==> src/rtl/chroma_resampler.sv <==
// Streaming planar MCU chroma resampler: passes Y through and averages Cb/Cr
// horizontally (4:2:2) or in 2x2 blocks (4:2:0) using one line of pair sums.
`timescale 1ns/1ps
module chroma_resampler #(
  parameter int DATA_WIDTH = 8,
  parameter int MCU_W      = 16,
  parameter int MCU_H      = 16,
  parameter int ROUND      = 1
) (
  input  logic                  aclk,
  input  logic                  areset,
  input  logic [1:0]            cfg_mode,
  input  logic [DATA_WIDTH-1:0] s_axis_tdata,
  input  logic                  s_axis_tvalid,
  output logic                  s_axis_tready,
  input  logic                  s_axis_tlast,
  output logic [DATA_WIDTH-1:0] m_axis_tdata,
  output logic                  m_axis_tvalid,
  input  logic                  m_axis_tready,
  output logic                  m_axis_tlast,
  output logic                  err_tlast,
  output logic                  busy
);

  localparam int CW   = $clog2(MCU_W);
  localparam int RW   = $clog2(MCU_H);
  localparam int LB_N = MCU_W / 2;
  localparam int LW   = (LB_N > 1) ? $clog2(LB_N) : 1;
  localparam int PW   = DATA_WIDTH + 1;
  localparam int SW   = DATA_WIDTH + 2;

  localparam logic [1:0] MODE_444 = 2'd0;
  localparam logic [1:0] MODE_422 = 2'd1;
  localparam logic [1:0] MODE_420 = 2'd2;
  localparam logic [1:0] PL_Y     = 2'd0;
  localparam logic [1:0] PL_CR    = 2'd2;
  localparam logic [CW-1:0] COL_LAST = CW'(MCU_W - 1);
  localparam logic [RW-1:0] ROW_LAST = RW'(MCU_H - 1);

  logic [1:0]            r_plane;
  logic [RW-1:0]         r_row;
  logic [CW-1:0]         r_col;
  logic [1:0]            r_mode;
  logic [DATA_WIDTH-1:0] r_hold;
  logic [PW-1:0]         r_line [LB_N];
  logic [DATA_WIDTH-1:0] r_odata;
  logic                  r_ovalid;
  logic                  r_olast;
  logic                  r_err;
  logic                  r_busy;

  logic                  w_first;
  logic                  w_last;
  logic [LW-1:0]         w_lidx;
  logic [1:0]            w_mode_in;
  logic                  w_prod;
  logic                  w_in_hs;
  logic                  w_out_hs;
  logic [SW-1:0]         w_sum2;
  logic [SW-1:0]         w_sum4;
  logic [PW-1:0]         w_pair;
  logic [DATA_WIDTH-1:0] w_out;

  // Position decode of the current input beat
  always_comb begin
    w_first   = (r_plane == PL_Y) && (r_row == {RW{1'b0}}) && (r_col == {CW{1'b0}});
    w_last    = (r_plane == PL_CR) && (r_row == ROW_LAST) && (r_col == COL_LAST);
    w_lidx    = LW'(r_col >> 1);
    w_mode_in = (cfg_mode == 2'd3) ? MODE_420 : cfg_mode;
  end

  // Beat classification and averaging datapath
  always_comb begin
    w_sum2 = SW'(r_hold) + SW'(s_axis_tdata) + SW'(ROUND);
    w_sum4 = SW'(r_line[w_lidx]) + SW'(r_hold) + SW'(s_axis_tdata) + SW'(2 * ROUND);
    w_pair = PW'(r_hold) + PW'(s_axis_tdata);
    w_prod = 1'b1;
    w_out  = s_axis_tdata;
    if (r_plane == PL_Y) begin
      w_prod = 1'b1;
      w_out  = s_axis_tdata;
    end else begin
      case (r_mode)
        MODE_444: begin
          w_prod = 1'b1;
          w_out  = s_axis_tdata;
        end
        MODE_422: begin
          w_prod = r_col[0];
          w_out  = DATA_WIDTH'(w_sum2 >> 1);
        end
        default: begin
          w_prod = r_col[0] & r_row[0];
          w_out  = DATA_WIDTH'(w_sum4 >> 2);
        end
      endcase
    end
  end

  // Consuming beats never stall; producing beats need room in the output register
  always_comb begin
    if (areset) begin
      s_axis_tready = 1'b0;
    end else if (w_prod) begin
      s_axis_tready = !r_ovalid || m_axis_tready;
    end else begin
      s_axis_tready = 1'b1;
    end
    w_in_hs  = s_axis_tvalid && s_axis_tready;
    w_out_hs = r_ovalid && m_axis_tready;
  end

  // Plane/row/column counter and mode latch
  always_ff @(posedge aclk) begin
    if (areset) begin
      r_plane <= PL_Y;
      r_row   <= {RW{1'b0}};
      r_col   <= {CW{1'b0}};
      r_mode  <= MODE_444;
    end else if (w_in_hs) begin
      if (w_first) begin
        r_mode <= w_mode_in;
      end
      if (r_col == COL_LAST) begin
        r_col <= {CW{1'b0}};
        if (r_row == ROW_LAST) begin
          r_row   <= {RW{1'b0}};
          r_plane <= (r_plane == PL_CR) ? PL_Y : r_plane + 2'd1;
        end else begin
          r_row <= r_row + {{(RW-1){1'b0}}, 1'b1};
        end
      end else begin
        r_col <= r_col + {{(CW-1){1'b0}}, 1'b1};
      end
    end
  end

  // Pair register and the even-row pair-sum line
  always_ff @(posedge aclk) begin
    if (areset) begin
      r_hold <= {DATA_WIDTH{1'b0}};
      for (int i = 0; i < LB_N; i++) begin
        r_line[i] <= {PW{1'b0}};
      end
    end else if (w_in_hs && (r_plane != PL_Y)) begin
      if (!r_col[0]) begin
        r_hold <= s_axis_tdata;
      end else if ((r_mode != MODE_444) && (r_mode != MODE_422) && !r_row[0]) begin
        r_line[w_lidx] <= w_pair;
      end
    end
  end

  // Output register; a producing handshake reloads it even while draining
  always_ff @(posedge aclk) begin
    if (areset) begin
      r_odata  <= {DATA_WIDTH{1'b0}};
      r_ovalid <= 1'b0;
      r_olast  <= 1'b0;
    end else if (w_in_hs && w_prod) begin
      r_odata  <= w_out;
      r_ovalid <= 1'b1;
      r_olast  <= w_last;
    end else if (w_out_hs) begin
      r_ovalid <= 1'b0;
      r_olast  <= 1'b0;
    end
  end

  // Framing error pulse and block-activity flag
  always_ff @(posedge aclk) begin
    if (areset) begin
      r_err  <= 1'b0;
      r_busy <= 1'b0;
    end else begin
      r_err <= w_in_hs && (s_axis_tlast != w_last);
      if (w_in_hs) begin
        r_busy <= 1'b1;
      end else if (w_out_hs && r_olast) begin
        r_busy <= !w_first;
      end
    end
  end

  assign m_axis_tdata  = r_odata;
  assign m_axis_tvalid = r_ovalid;
  assign m_axis_tlast  = r_olast;
  assign err_tlast     = r_err;
  assign busy          = r_busy;

endmodule

==> config.mk <==
export PLATFORM = sky130hd
export DESIGN_NAME = chroma_resampler
export DESIGN_NICKNAME = d
export VERILOG_FILES = /design/src/rtl/chroma_resampler.sv
export SDC_FILE = /design/constraint.sdc
export NUM_CORES = 1
export LEC_CHECK = 0
export BUFFER_PORTS_ARGS = -buffer_cell sky130_fd_sc_hd__buf_4
export CAP_MARGIN = 5
export CORE_MARGIN = 8
export CORE_UTILIZATION = 34
export DETAILED_ROUTE_END_ITERATION = 6
export SLEW_MARGIN = 20
export SYNTH_ARGS = -nofsm -noshare
export SYNTH_HDL_FRONTEND = slang
export SYNTH_SLANG_ARGS = --single-unit
==> constraint.sdc <==
create_clock -name aclk -period 4.8 [get_ports aclk]
set_input_delay 0.48 -clock aclk [delete_from_list [all_inputs] [get_ports aclk]]
set_output_delay 0.48 -clock aclk [all_outputs]
set_load 0.02 [all_outputs]
==> results of run 1 <==
cell usage in the layout, fill, tap and decap left out, drive strengths merged, types with 4 or more instances in the layout:
cell type	count
mux2i	15
nand2b	14
xnor2	9
nand3	10
a21oi	27
a31oi	4
nand2	21
dfxtp	35
a211oi	4
nor2b	6
inv	25
buf	28
nand4	5
mux2	9
nor3	9
a21o	9
or3b	4
edfxtp	72
mux4	16
o21ai	18
clkbuf	10
nor2	106
ha	22
xor2	7
fa	9
synthesized netlist by cell type, types with 8 or more instances:
cell type  count  area (um^2)
nand2b_1      14        87.58
nor2_1       106        397.9
nand3_1       10        50.05
xnor2_1        9        78.83
nand2_1       21        78.83
mux2i_1       15        150.1
a21oi_1       26        130.1
inv_1         23        86.33
mux2_2         8        90.09
clkbuf_1      14        52.55
buf_2         10        50.05
fa_1           9        180.2
a21o_1         9        67.56
o21ai_0       17        85.08
edfxtp_1      72         2162
mux4_2        11        247.7
dfxtp_1       35        700.7
ha_1          22        275.3
sequential cells by signal (all words and copies together) (netlist names), named ones only:
| signal | flops |
|---|---|
| r_line | 72 |
| r_plane | 2 |
| busy | 1 |
| m_axis_tlast | 1 |
| m_axis_tvalid | 1 |
| r_mode | 2 |
| m_axis_tdata | 8 |
| r_col | 4 |
| r_row | 4 |
| err_tlast | 1 |
| r_hold | 8 |
per-stage QoR:
step	hold slack, ns	instance area, um^2	instances	setup slack, ns
2_1_floorplan	0.4750	5878	529	1.308
3_3_place_gp	0.4759	6237	755	1.239
3_5_place_dp	0.4868	6237	755	1.100
4_1_cts	0.3634	6514	770	1.074
5_1_grt	0.3714	6514	770	0.8431
6_report	0.3757	6514	770	1.081
cell type report:
cell class | instances | area share
clock inverter | 5 | 0.007299
sequential | 107 | 0.4395
clock buffer | 10 | 0.03515
tap | 225 | 0.04322
multi-input combinational | 372 | 0.4293
inverter | 23 | 0.01325
timing repair buffer | 28 | 0.03227
worst min-delay path, stage by stage:
cell and delay (ns):
buf_4 0.08, mux2i_1 0.06, nor2_1 0.07
report_power, final:
part | switching (mW) | internal [mW] | total (mW)
Clock | 0.351 | 0.359 | 0.710
Sequential | 0.0201 | 1.02 | 1.04
Combinational | 0.167 | 0.121 | 0.287
Total | 0.538 | 1.50 | 2.04
final timing paths:
path                                        to  cells after the start
hold reg to reg   m_axis_tdata[2]$_SDFFE_PP0P_                      2
setup reg to reg  m_axis_tdata[6]$_SDFFE_PP0P_                     10
setup / recovery  m_axis_tdata[6]$_SDFFE_PP0P_                     10
hold / removal          r_mode[1]$_SDFFE_PP0P_                      3
routing by layer:
| metal | vias to the layer above | GRT usage | part of all wire |
|---|---|---|---|
| met5 | - | 0 | 0 |
| met4 | 0 | 0.05507 | 0.024 |
| met3 | 20 | 0.02599 | 0.050 |
| met2 | 115 | 0.2151 | 0.48 |
| met1 | 2037 | 0.1763 | 0.44 |
| li1 | 1941 | - | - |
logic make-up (layout without fill, tap and decap cells):
kind of cell / count (synthesis) / count (layout)
fa+ha+maj: 31 / 31
simple gates: 195 / 195
compound gates: 90 / 90
xor+xnor: 16 / 16
flops: 107 / 107
buf+inv: 50 / 66
mux: 40 / 40
==> metrics.cfg, run 1 <==
[status]
outcome=finished, final reports clean

[route]
drc=0
wl_per_cell_um=18.50
ant_nets=0
via_count=4113
wl_mm=14.24
drtIter0Drc=311
dr.pass1.iters=5
via_per_inst=5.342

[clocking]
cts_made_buffers=9
cts_resized=0
clkLatencyLatePin_ns=0.35
clock-sinks=107
holdBufCountCts=0
cts_setup_buffers=0
cts.reportedPaths.clkPinSlew_ns=0.07
htree_levels=3
root_buffer=clkbuf_16
cts_tree=yes
cts_max_path_buffers=2

[setup_path]
r2r_slack_ns=1.08
crit_fanout=20
arrival_ns=3.96
path_delay_family=flip-flops
end_kind=flip-flop
cp_slowest_cell=dfxtp_1
critical_path_class=flip-flop to flip-flop
cp.buffers_inverters=0
cp.required_ns=5.04
critPathMaxStageDelay_ns=0.88
critPathLaunchType=flip-flop
critical_path.cell_chain=mux4_2 -> mux2_2 -> fa_1 -> ha_1 -> a21oi_1 -> o21ai_0 -> and2_1 -> a31oi_1 -> and4b_1 -> a211o_1

[die]
dieArea_um2=21750
dieHeight_um=147.5
num_rows=48
dieWidth_um=147.5
coreArea_um2=17120
initial_core_util=0.3434
io_pins=28

[grt]
grt.overflow.total=0
grt_pass1_vias=3993
grt_pass1_wl_mm=22.67
antenna_found_initial=0
grt_use_total=0.1347
grt_max_degree=41

[synth]
synth_top_family_by_area=simple AND/OR/NAND/NOR gates
synth_xor_xnor_area_share=0.02384
synthesis.area_um2=5878
ys_ff_latch=107
syn-instance-count=529
synth_edf_count=72
synth_compound_area_frac=0.1086
async_reset_ff_frac=0
synth_fa_ha_area_frac=0.07748
synthSimpleGateAreaFrac=0.1579
avgSynthCellArea_um2=11.11
synth-main-ff-cell=edfxtp_1
synthMuxAreaShare=0.1079
synth_nets=575
synth_seq_area_share=0.4870
ys_warn_count=0
synthDistinctLibCells=66

[sta]
finalSetupViolCount=0
rsz0062_at_grt=false
fmax_mhz=268.9
min_period_over_period=0.7748
tightest_slew_ns=0.9639
fin_worst_skew_ns=0.008616
tns_ns=0
slew_headroom=0.3528
finalHoldViolCount=0
post-route-min-period_ns=3.719
maxSlewViolCount=0

[placement]
gp_congestion=0.8564
dp_hpwl_mm=10.12
port_buffers=27

[power_and_ir_drop]
power_mw=2.038
p_leak_nw=2.352
ir_drop_mv=0.1375
power-per-cell-area_nw_per_um2=312.8

[layout]
drive_gt1_frac=0.1358
area_delta_synth_final_pct=10.81
nNetsFinal=587
multiInputGateArea_um2=2796
regArea_um2=2863
fillCellCount=1663
fin_util=0.3806
insertedDiodeCount=0

[flow_run]
drv_cap=0

[hold_path]
hold_path_class=input port to flip-flop
worstHoldStart=cfg_mode[1]

Power figures use the tool's default switching activity.
==> inputs of run 2 (changes only) <==
- clock period: 4.8 -> 3.6 ns (I/O delays scaled with it)
==> run 2 against run 1 <==
  * Die area is the same
  * Cell count grew 0.91%
  * Utilization grew 0.70 points
  * Clock skew shrank 0.00067 ns
  * Critical path depth grew 2
  * Sequential share of layout area shrank 0.80 points
  * Fmax grew 8.5%
==> metrics.cfg, run 2 (synthesis results as in run 1) <==
[status]
outcome=finished, final reports clean

[die]
dieArea_um2=21750
initial_core_util=0.3434
dieWidth_um=147.5
num_rows=48
coreArea_um2=17120
io_pins=28
dieHeight_um=147.5

[grt]
grt_use_total=0.1364
grt.overflow.total=0
grt_pass1_wl_mm=23.03
grt_pass1_vias=4034
grt_max_degree=41
antenna_found_initial=0

[sta]
finalHoldViolCount=0
fmax_mhz=291.8
post-route-min-period_ns=3.427
fin_worst_skew_ns=0.007943
setup_slack_ns=0.1730
finalSetupViolCount=0
tns_ns=0
slew_headroom=0.4138
rsz0062_at_grt=false
tightest_slew_ns=0.8730
min_period_over_period=0.9519
maxSlewViolCount=0

[power_and_ir_drop]
p_sw_frac=0.2527
ir_drop_mv=0.1729
power-per-cell-area_nw_per_um2=433.1
power.internal_mw=2.147
p_clk_frac=0.379
p_leak_nw=2.412
comb_power_share=0.138
seqPwrFrac=0.483
p_sw_mw=0.7260

[route]
met3_length_um=651
ant_nets=0
wirelength_met1_mm=6.498
highest_layer=met4
drtIter0Drc=381
via_count=4121
wl_per_cell_um=18.60
wl_met2_mm=7.041
wl_mm=14.45
dr.pass1.iters=6
drc=0
via_per_inst=5.304

[setup_path]
crit_path_end=m_axis_tdata[4]$_SDFFE_PP0P_
critical_path_class=flip-flop to flip-flop
cp_slowest_cell=mux4_2
cp.required_ns=3.87
crit_fanout=20
critPathMaxStageDelay_ns=0.52
critical_path.cell_chain=buf_12 -> mux4_2 -> mux2i_1 -> fa_1 -> inv_1 -> ha_1 -> a21oi_1 -> o21bai_1 -> a41o_1 -> o31ai_2 -> xor2_1 -> a211oi_1
critPathLaunchType=flip-flop
reg2regPathDepth=12
arrival_ns=3.70
r2r_slack_ns=0.17
end_kind=flip-flop
r2r-end=m_axis_tdata[4]$_SDFFE_PP0P_

[clocking]
htree_levels=3
holdBufCountCts=0
cts_made_buffers=9
cts_resized=0
root_buffer=clkbuf_16
clkLatencyLatePin_ns=0.35
clock-sinks=107
cts.reportedPaths.clkPinSlew_ns=0.08
cts_tree=yes
cts_setup_buffers=0
cts_max_path_buffers=2

[layout]
drive_gt1_frac=0.1449
final_cell_mix=106 x nor2_1, 72 x edfxtp_1, 35 x dfxtp_1
regArea_um2=2863
largest_reg_flops=72
layout_commonest_cell=nor2_1
fillCellCount=1650
nNetsFinal=593
area_delta_synth_final_pct=12.86
multiInputGateArea_um2=2796
insertedDiodeCount=0
regMostFlops=r_line

[placement]
dp_hpwl_mm=10.23
gp_congestion=0.8362
port_buffers=27
pre_cts_slack_ns=0.1687

[hold_path]
whs_path_depth=3
hold_path_class=input port to flip-flop

[flow_run]
drv_cap=0

-- run 2: area by class of cell --
cell class                      count  area share
Tap cell                          225     0.04244
Timing Repair Buffer               34     0.04225
Multi-Input combinational cell    372      0.4215
Clock inverter                      7     0.01528
Sequential cell                   107      0.4315
Clock buffer                        9     0.03395
Inverter                           23     0.01301
-- run 2: layer usage --
layer  vias up  GRT usage
li1       1952          -
met1      2041     0.1801
met4         0    0.05762
met2       114     0.2204
met5         -          0
met3        14    0.01865
-- run 2: power by group through the flow --
stage	clock network, mW	registers (mW)	logic (mW)
3_5_place_dp	0	1.41	0.395
4_1_cts	1.10	1.39	0.397
2_1_floorplan	0	1.41	0.271
5_1_grt	1.14	1.39	0.434
3_3_place_gp	0	1.41	0.394
6_report	1.09	1.39	0.397
-- run 2: worst min-delay path by stage --
stage / from / to / slack [ns]
2_1_floorplan: r_plane[1]$_SDFFE_PP0P_ / r_plane[1]$_SDFFE_PP0P_ / 0.48
3_3_place_gp: m_axis_tlast$_SDFFE_PP0P_ / m_axis_tlast$_SDFFE_PP0P_ / 0.48
3_5_place_dp: m_axis_tdata[7]$_SDFFE_PP0P_ / m_axis_tdata[7]$_SDFFE_PP0P_ / 0.48
4_1_cts: cfg_mode[1] / r_mode[1]$_SDFFE_PP0P_ / 0.24
5_1_grt: s_axis_tlast / err_tlast$_SDFF_PP0_ / 0.28
6_report: cfg_mode[1] / r_mode[1]$_SDFFE_PP0P_ / 0.26
-- run 2: metrics by stage --
stage               cell area (um^2)  std cells  power [mW]  hold slack [ns]  utilization
floorplan                       5878        529       1.683           0.4750            -
global placement                6307        761       1.806           0.4800       0.3685
detailed placement              6307        761       1.810           0.4801       0.3685
CTS                             6634        777       2.887           0.2430       0.3876
global route                    6634        777       2.969           0.2751       0.3876
finish                          6634        777       2.873           0.2591       0.3876
-- run 2: critical path, delay by kind of cell (launching register included) --
family / cells / cell delay [ns]
AOI/OAI and AO/OA: 5 / 1.10
muxes: 2 / 0.79
adders and majority gates: 2 / 0.73
DFF: 1 / 0.36
buffers and inverters: 2 / 0.28
xor gates and xnor gates: 1 / 0.10
==> inputs of run 3 (changes only) <==
- CORE_UTILIZATION: 34 -> 50
- CTS_CLUSTER_DIAMETER: default -> 120
- PLACE_DENSITY: default -> 0.67
==> run 3 against run 2 <==
  * Flip-flop and latch count unchanged
  * Sequential share of layout area increased by 0.70 points
  * Utilization increased by 18 points
  * Worst setup slack improved by 0.0052 ns
  * Sequential power about the same
  * Die area decreased by 29%
  * Hold slack got worse by 0.0097 ns
  * Fmax increased by 0.15%
  * Critical endpoint is now m_axis_tdata[6]$_SDFFE_PP0P_
==> metrics.cfg, run 3 (synthesis results as in run 1) <==
[status]
outcome=finished, final reports clean

[clocking]
htree_levels=3
cts_tree=yes
cts_resized=0
holdBufCountCts=0
cts_made_buffers=9
clkLatencyLatePin_ns=0.36
root_buffer=clkbuf_16
clock-sinks=107
cts_setup_buffers=0
cts_max_path_buffers=2
cts.reportedPaths.clkPinSlew_ns=0.07

[route]
drc=0
drtIter0Drc=493
wl_per_cell_um=20.04
wl_mm=14.03
dr.pass1.iters=6
via_per_inst=6.014
ant_nets=0
via_count=4210

[grt]
grt.overflow.total=0
grt_pass1_vias=4135
grt_use_total=0.1848
antenna_found_initial=0
grt_pass1_wl_mm=22.71
grt_max_degree=41

[sta]
fmax_mhz=292.2
setup_slack_ns=0.1782
finalSetupViolCount=0
min_period_over_period=0.9505
maxSlewViolCount=0
tns_ns=0
fin_worst_skew_ns=0.008712
tightest_slew_ns=0.7934
slew_headroom=0.4673
post-route-min-period_ns=3.422
finalHoldViolCount=0
rsz0062_at_grt=false

[setup_path]
critical_path_class=flip-flop to flip-flop
end_kind=flip-flop
crit_fanout=20
arrival_ns=3.67
critPathLaunchType=flip-flop
cp.required_ns=3.85

[layout]
stdcell_area_um2=6528
fin_cells=700
nNetsFinal=598
fillCellCount=958
layout_commonest_cell=nor2_1
regMostFlops=r_line
largest_reg_flops=72
drive_gt1_frac=0.1616
area_delta_synth_final_pct=11.05
insertedDiodeCount=0
fin_util=0.5692
final_cell_mix=106 x nor2_1, 72 x edfxtp_1, 38 x buf_4

[power_and_ir_drop]
p_sw_frac=0.2694
seqPwrFrac=0.502
ir_drop_mv=0.3251
power.internal_mw=2.016
p_sw_mw=0.7434
p_leak_nw=2.411
p_clk_frac=0.351
power-per-cell-area_nw_per_um2=422.7
comb_power_share=0.146

[die]
io_pins=28
dieHeight_um=124.4
num_rows=39
dieArea_um2=15480
initial_core_util=0.5126
dieWidth_um=124.4
coreArea_um2=11470

[placement]
port_buffers=27
pre_cts_slack_ns=0.08061
dp_hpwl_mm=9.935
dp_cells=684
place_area_um2=6230
gp_congestion=0.9124

[flow_run]
drv_cap=0

[hold_path]
worstHoldStart=s_axis_tlast
hold_path_class=input port to flip-flop

## run 3: changes by cell type in the layout (fill, tap and decap cells not counted), moves of 2 or more
| cell | before | now |
|---|---|---|
| inv_6 | 1 | 4 |
| buf_4 | 32 | 38 |
| clkinvlp_4 | 0 | 2 |
| a21oi_2 | 0 | 2 |
| clkinv_1 | 2 | 0 |
| a21oi_1 | 26 | 24 |
| bufinv_16 | 2 | 0 |
## run 3: cell type report
class	count	area, um^2	area share
sequential	107	2863	0.4386
inverter	23	86.33	0.01323
multi-input combinational	372	2810	0.4305
timing repair buffer	39	305.3	0.04677
clock inverter	7	58.81	0.009009
tap	143	178.9	0.02741
clock buffer	9	225.2	0.03450
## run 3: path summary, 6_finish.rpt
kind	to	slack (ns)	cells after the start
worst max register to register	m_axis_tdata[6]$_SDFFE_PP0P_	0.18	11
worst max-delay path	m_axis_tdata[6]$_SDFFE_PP0P_	0.18	11
worst min-delay path	err_tlast$_SDFF_PP0_	0.25	3
worst min register to register	m_axis_tlast$_SDFFE_PP0P_	0.49	2
## run 3: power by group through the flow
stage | logic (mW) | registers [mW] | clock network [mW]
after global routing | 0.443 | 1.39 | 1.02
after detailed placement | 0.396 | 1.41 | 0
after floorplan | 0.271 | 1.41 | 0
after global placement | 0.388 | 1.41 | 0
after CTS | 0.398 | 1.39 | 0.984
final | 0.403 | 1.39 | 0.970
## run 3: critical path, cell delays in order, from the launching register on
cell     delay (ns)
dfxtp_1        0.36
buf_12         0.21
mux4_1         0.57
mux2_2         0.29
fa_1           0.43
ha_1           0.33
a21oi_2        0.18
o21ai_1        0.11
and2_1         0.19
a31oi_2        0.19
and4b_1        0.22
a211o_1        0.21
## run 3: metal layers
metal | track usage | wire (um)
met1 | 0.2324 | 5995
met2 | 0.3133 | 7059
met3 | 0.03957 | 765
met4 | 0.05032 | 204
met5 | 0 | 0
## run 3: stage by stage
stage               power [mW]  hold slack (ns)
floorplan                1.683           0.4750
global placement         1.800           0.4759
detailed placement       1.810           0.4861
CTS                      2.769           0.2370
global route             2.854           0.2617
finish                   2.759           0.2493
